## src/rtl/msrv32_pkg.sv

```systemverilog
// Shared msrv32 pipeline constants: canonical NOP encoding and RV32 field bit positions.
package msrv32_pkg;

   localparam logic [31:0] NOP_INSTR = 32'h0000_0013;

   localparam int OPCODE_LSB = 0;
   localparam int OPCODE_MSB = 6;
   localparam int RD_LSB     = 7;
   localparam int RD_MSB     = 11;
   localparam int FUNCT3_LSB = 12;
   localparam int FUNCT3_MSB = 14;
   localparam int RS1_LSB    = 15;
   localparam int RS1_MSB    = 19;
   localparam int RS2_LSB    = 20;
   localparam int RS2_MSB    = 24;
   localparam int FUNCT7_LSB = 25;
   localparam int FUNCT7_MSB = 31;
   localparam int CSR_LSB    = 20;
   localparam int CSR_MSB    = 31;

endpackage

```

## src/rtl/msrv32_instr_field_decode.sv

```systemverilog
// Pure combinational split of a 32-bit RV32 instruction word into its decode fields.
module msrv32_instr_field_decode
   import msrv32_pkg::*;
(
   input  logic [31:0] i_word,
   output logic [6:0]  o_opcode,
   output logic [2:0]  o_funct3,
   output logic [6:0]  o_funct7,
   output logic [4:0]  o_rs1addr,
   output logic [4:0]  o_rs2addr,
   output logic [4:0]  o_rdaddr,
   output logic [11:0] o_csr_addr,
   output logic [24:0] o_instr
);

   assign o_opcode   = i_word[OPCODE_MSB:OPCODE_LSB];
   assign o_funct3   = i_word[FUNCT3_MSB:FUNCT3_LSB];
   assign o_funct7   = i_word[FUNCT7_MSB:FUNCT7_LSB];
   assign o_rs1addr  = i_word[RS1_MSB:RS1_LSB];
   assign o_rs2addr  = i_word[RS2_MSB:RS2_LSB];
   assign o_rdaddr   = i_word[RD_MSB:RD_LSB];
   assign o_csr_addr = i_word[CSR_MSB:CSR_LSB];
   // Everything above the opcode, handed to later stages for immediate extraction.
   assign o_instr    = i_word[31:RD_LSB];

endmodule

```

## src/rtl/msrv32_instr_queue.sv

```systemverilog
// Fetch-to-decode instruction queue: circular buffer of {instr, pc} with the head
// entry presented pre-decoded, and the canonical NOP shown whenever nothing is valid.
module msrv32_instr_queue #(
   parameter int          DEPTH     = 4,
   parameter int          PC_W      = 32,
   parameter logic [31:0] NOP_INSTR = msrv32_pkg::NOP_INSTR
) (
   input  logic                   ms_riscv32_mp_clk_in,
   input  logic                   ms_riscv32_mp_rst_in,
   input  logic                   flush_in,
   input  logic                   instr_valid_in,
   input  logic [31:0]            instr_in,
   input  logic [PC_W-1:0]        pc_in,
   output logic                   instr_ready_out,
   input  logic                   dec_ready_in,
   output logic                   dec_valid_out,
   output logic [6:0]             opcode_out,
   output logic [2:0]             funct3_out,
   output logic [6:0]             funct7_out,
   output logic [4:0]             rs1addr_out,
   output logic [4:0]             rs2addr_out,
   output logic [4:0]             rdaddr_out,
   output logic [11:0]            csr_addr_out,
   output logic [24:0]            instr_out,
   output logic [PC_W-1:0]        pc_out,
   output logic [$clog2(DEPTH):0] count_out
);

   localparam int PTR_W = $clog2(DEPTH);
   localparam int CNT_W = PTR_W + 1;

   logic [31:0]      r_mem_instr [DEPTH];
   logic [PC_W-1:0]  r_mem_pc    [DEPTH];
   logic [PTR_W-1:0] r_wr_ptr;
   logic [PTR_W-1:0] r_rd_ptr;
   logic [CNT_W-1:0] r_count;

   logic             w_push;
   logic             w_pop;
   logic [31:0]      w_head;

   // Handshakes: a transfer happens on a rising edge where valid && ready are both
   // high; neither side may make valid depend on ready. instr_ready_out comes from
   // registered state only, and flush_in suppresses both transfers in its cycle.
   assign instr_ready_out = !ms_riscv32_mp_rst_in && (r_count < CNT_W'(DEPTH));
   assign dec_valid_out   = (r_count != '0) && !flush_in;
   assign w_push          = instr_valid_in && instr_ready_out && !flush_in;
   assign w_pop           = dec_valid_out && dec_ready_in;

   assign w_head    = dec_valid_out ? r_mem_instr[r_rd_ptr] : NOP_INSTR;
   assign pc_out    = dec_valid_out ? r_mem_pc[r_rd_ptr] : '0;
   assign count_out = r_count;

   // Storage is intentionally unreset; occupancy alone decides what is valid.
   always_ff @(posedge ms_riscv32_mp_clk_in) begin
      if (w_push) begin
         r_mem_instr[r_wr_ptr] <= instr_in;
         r_mem_pc[r_wr_ptr]    <= pc_in;
      end
   end

   always_ff @(posedge ms_riscv32_mp_clk_in) begin
      if (ms_riscv32_mp_rst_in || flush_in) begin
         r_wr_ptr <= '0;
         r_rd_ptr <= '0;
         r_count  <= '0;
      end else begin
         if (w_push) r_wr_ptr <= r_wr_ptr + PTR_W'(1);
         if (w_pop)  r_rd_ptr <= r_rd_ptr + PTR_W'(1);
         case ({w_push, w_pop})
            2'b10:   r_count <= r_count + CNT_W'(1);
            2'b01:   r_count <= r_count - CNT_W'(1);
            default: r_count <= r_count;
         endcase
      end
   end

   msrv32_instr_field_decode u_field_decode (
      .i_word     (w_head),
      .o_opcode   (opcode_out),
      .o_funct3   (funct3_out),
      .o_funct7   (funct7_out),
      .o_rs1addr  (rs1addr_out),
      .o_rs2addr  (rs2addr_out),
      .o_rdaddr   (rdaddr_out),
      .o_csr_addr (csr_addr_out),
      .o_instr    (instr_out)
   );

endmodule

```

## config.mk

```make
export PLATFORM = sky130hd
export DESIGN_NAME = msrv32_instr_queue
export DESIGN_NICKNAME = d
export VERILOG_FILES = /design/src/rtl/msrv32_pkg.sv /design/src/rtl/msrv32_instr_field_decode.sv /design/src/rtl/msrv32_instr_queue.sv
export SDC_FILE = /design/constraint.sdc
export NUM_CORES = 1
export LEC_CHECK = 0
export ABC_AREA = 1
export BUFFER_PORTS_ARGS = -buffer_cell sky130_fd_sc_hd__buf_2
export CORE_UTILIZATION = 51
export DETAILED_ROUTE_END_ITERATION = 10
export GPL_ROUTABILITY_DRIVEN = 0
export PLACE_DENSITY = 0.76
export SLEW_MARGIN = 25
export SYNTH_ARGS = -nofsm -noshare
export SYNTH_HDL_FRONTEND = slang
export SYNTH_SLANG_ARGS = --single-unit
```

## constraint.sdc

```tcl
create_clock -name ms_riscv32_mp_clk_in -period 3.7 [get_ports ms_riscv32_mp_clk_in]
set_clock_uncertainty 0.15 [all_clocks]
set_input_delay 0.37 -clock ms_riscv32_mp_clk_in [delete_from_list [all_inputs] [get_ports ms_riscv32_mp_clk_in]]
set_output_delay 0.37 -clock ms_riscv32_mp_clk_in [all_outputs]
set_load 0.03 [all_outputs]
```

==> run summary <==
Sink Count: 265
Layout Nets: 1138
DP Wirelength: 12690 um
I/O Pins: 175
global-route wire length before repair: 35910 um
clock tree buffer depth: 3
M3 GR Usage: 3.261%
required time worst endpoint: 3.18 ns
met2 Use GR: 35.83%
Layout Cells excl Fill: 1353
Clock H-tree levels: 1
WP data arrival: 2.64 ns
crit share post-route: 85.40%
status: finished, final reports clean
Rows: 52
area delta synth->final: 20.90%
maximum VDD drop: 0.5103 mV
drt first pass iters: 4
final wirelength: 22540 um
DIE HEIGHT: 147.0 um
number of global-route vias before repair: 7051
met1 GRT Util: 28.47%
root buf cell: clkbuf_16
Synth cell types: 20
Net Count, Synth: 938
total global-route track usage: 21.14%
number of remaining DRC errors: 0
die footprint: 21590 um^2
Syn Inst Count: 863
fin crit period: 3.160 ns
unrepaired setup endpoints after global routing: no
WL per Instance: 16.66 um
antenna-violating nets left: 0
hold slack: 0.05145 ns
Yosys reg bits: 265
Hold WC Path Type: primary input to register
register area share after synthesis: 73.42%
CP Capture Type: output port
Die Wd: 147.0 um
Pins Over Slew Limit: 0
Mapped Area: 10720 um^2
vias per cell: 5.244
Initial Utilization: 52.45%
CP max FO: 32
routed vias: 7095
fmax: 316.5 MHz
number of CTS-inserted buffers: 27
worst skew pair latency: 0.52 ns
synth warn: 0
Max transition margin: 42.90%
PwrDens: 464.2 nW/um^2
synthesized area per cell: 12.42 um^2
Lkg Pwr: 4.943 nW
final global-route overflow total: 0
final hold vios: 0
Resize count post-CTS: 0
Worst Max-Slew Pin Slew: 0.8534 ns
number of antenna violations at the first check in global routing: 1
CTS tree: done
CP startpoint kind: register
share of cells above drive strength 1: 21.63%
Reg clk slew, reported paths: 0.06 ns
Max-Cap Viols: 0
number of port buffers: 174
dpl cells: 1240
largest net degree at the start of global routing: 125
Setup-failing EPs final: 0
DR iter-0 viols: 634
busiest layer in global routing: met2
WS Path Type: register to output port
core area: 20430 um^2
==> flip-flops by register name (all words and copies together), names as in the netlist, named ones only <==
name and count:
r_mem_pc 128, r_wr_ptr 2, r_rd_ptr 2, count_out 3, r_mem_instr 128
==> area by class of cell <==
class,count,area [um^2]
flip-flops and latches,265,7873
clock inverters,13,63.81
multi-input cells,493,2203
diodes,1,2.502
well taps,270,337.8
inverters,21,80.08
clock buffers,35,705.7
repair buffers,255,1689
fillers,1544,7475
==> synth_stat cells <==
| master | instances | area [um^2] |
|---|---|---|
| nor2_1 | 260 | 975.9 |
| edfxtp_1 | 256 | 7687 |
| o21ai_0 | 123 | 615.6 |
| a21oi_1 | 69 | 345.3 |
| buf_4 | 39 | 292.8 |
| nand2_1 | 23 | 86.33 |
| inv_1 | 19 | 71.32 |
| buf_6 | 16 | 180.2 |
| buf_2 | 13 | 65.06 |
| clkbuf_1 | 11 | 41.29 |
| dfxtp_1 | 9 | 180.2 |
| buf_1 | 5 | 18.77 |
| ha_1 | 5 | 62.56 |
| o21ai_1 | 5 | 25.02 |
| nor3_1 | 3 | 15.01 |
| inv_2 | 2 | 7.510 |
| nand3_1 | 2 | 10.01 |
| fa_1 | 1 | 20.02 |
| nand4_1 | 1 | 6.260 |
| xor2_1 | 1 | 8.760 |
==> path summary, 6_finish.rpt <==
path                                  start                   endpoint  slack, ns  cells past startpoint
hold reg to reg   count_out[0]$_SDFFE_PP0P_  count_out[0]$_SDFFE_PP0P_       0.34                      1
hold / removal         ms_riscv32_mp_rst_in  count_out[2]$_SDFFE_PP0P_       0.05                      4
setup reg to reg  count_out[2]$_SDFFE_PP0P_   r_mem_pc[2][0]$_DFFE_PP_       1.47                      4
setup / recovery  count_out[2]$_SDFFE_PP0P_              funct7_out[0]       0.54                      6
==> metrics by stage <==
stage / setup TNS, ns / util (%) / setup slack (ns) / area, um^2 / power (mW)
after floorplan: -105.99 / - / -0.4140 / 10720 / 3.528
final: 0 / 63.41 / 0.5403 / 12950 / 6.014
after CTS: 0 / 63.40 / 0.5117 / 12950 / 6.051
after global placement: 0 / 56.50 / 1.156 / 11540 / 3.621
after detailed placement: 0 / 56.50 / 1.105 / 11540 / 3.630
after global routing: 0 / 63.41 / 0.3156 / 12950 / 6.202
==> timing repair <==
action                    CTS  global route
hold buffers               64             0
hold endpoints to repair  256             0
buffers inserted            0             0
==> kinds of logic (layout without fill, tap and decap cells) <==
group	Yosys count	in the layout	synth area share (%)
XOR/XNOR	1	1	0.08175
AND/OR/NAND/NOR	289	289	10.21
buffers and inverters	105	324	6.317
other	0	1	0
AO/OA/AOI/OAI	197	197	9.201
flip-flops	265	265	73.42
adder cells (fa/ha/maj)	6	6	0.7707
==> worst max-delay path, cell delays in order, from the launching register on <==
cell	delay (ns)
dfxtp_1	0.42
inv_1	0.10
nand2_1	0.15
nand2_2	0.50
buf_4	0.45
a21oi_1	0.24
buf_2	0.25
==> routing by layer <==
metal | wire length [um] | share of wire (%)
met3 | 1543 | 6.8
met1 | 9569 | 42
met4 | 448 | 2.0
met5 | 0 | 0
met2 | 10980 | 49
==> power breakdown <==
group / switching, mW / internal, mW
Sequential: 0.00982 / 3.32
Combinational: 0.176 / 0.113
Clock: 1.05 / 1.34
==> cells in the final DEF, fill, tap and decap left out, types with 2 or more instances in the layout <==
cell	count
nor2_1	256
edfxtp_1	256
buf_2	174
o21ai_0	123
a21oi_1	69
dlygate4sd3_1	64
clkbuf_16	27
nand2_1	22
inv_1	19
buf_4	13
clkbuf_1	8
clkinv_2	7
dfxtp_1	7
clkinv_1	6
o21ai_1	5
ha_1	5
nor2_4	4
buf_12	4
nor3_1	3
nand3_1	2
(Power assumes the default switching activity.)
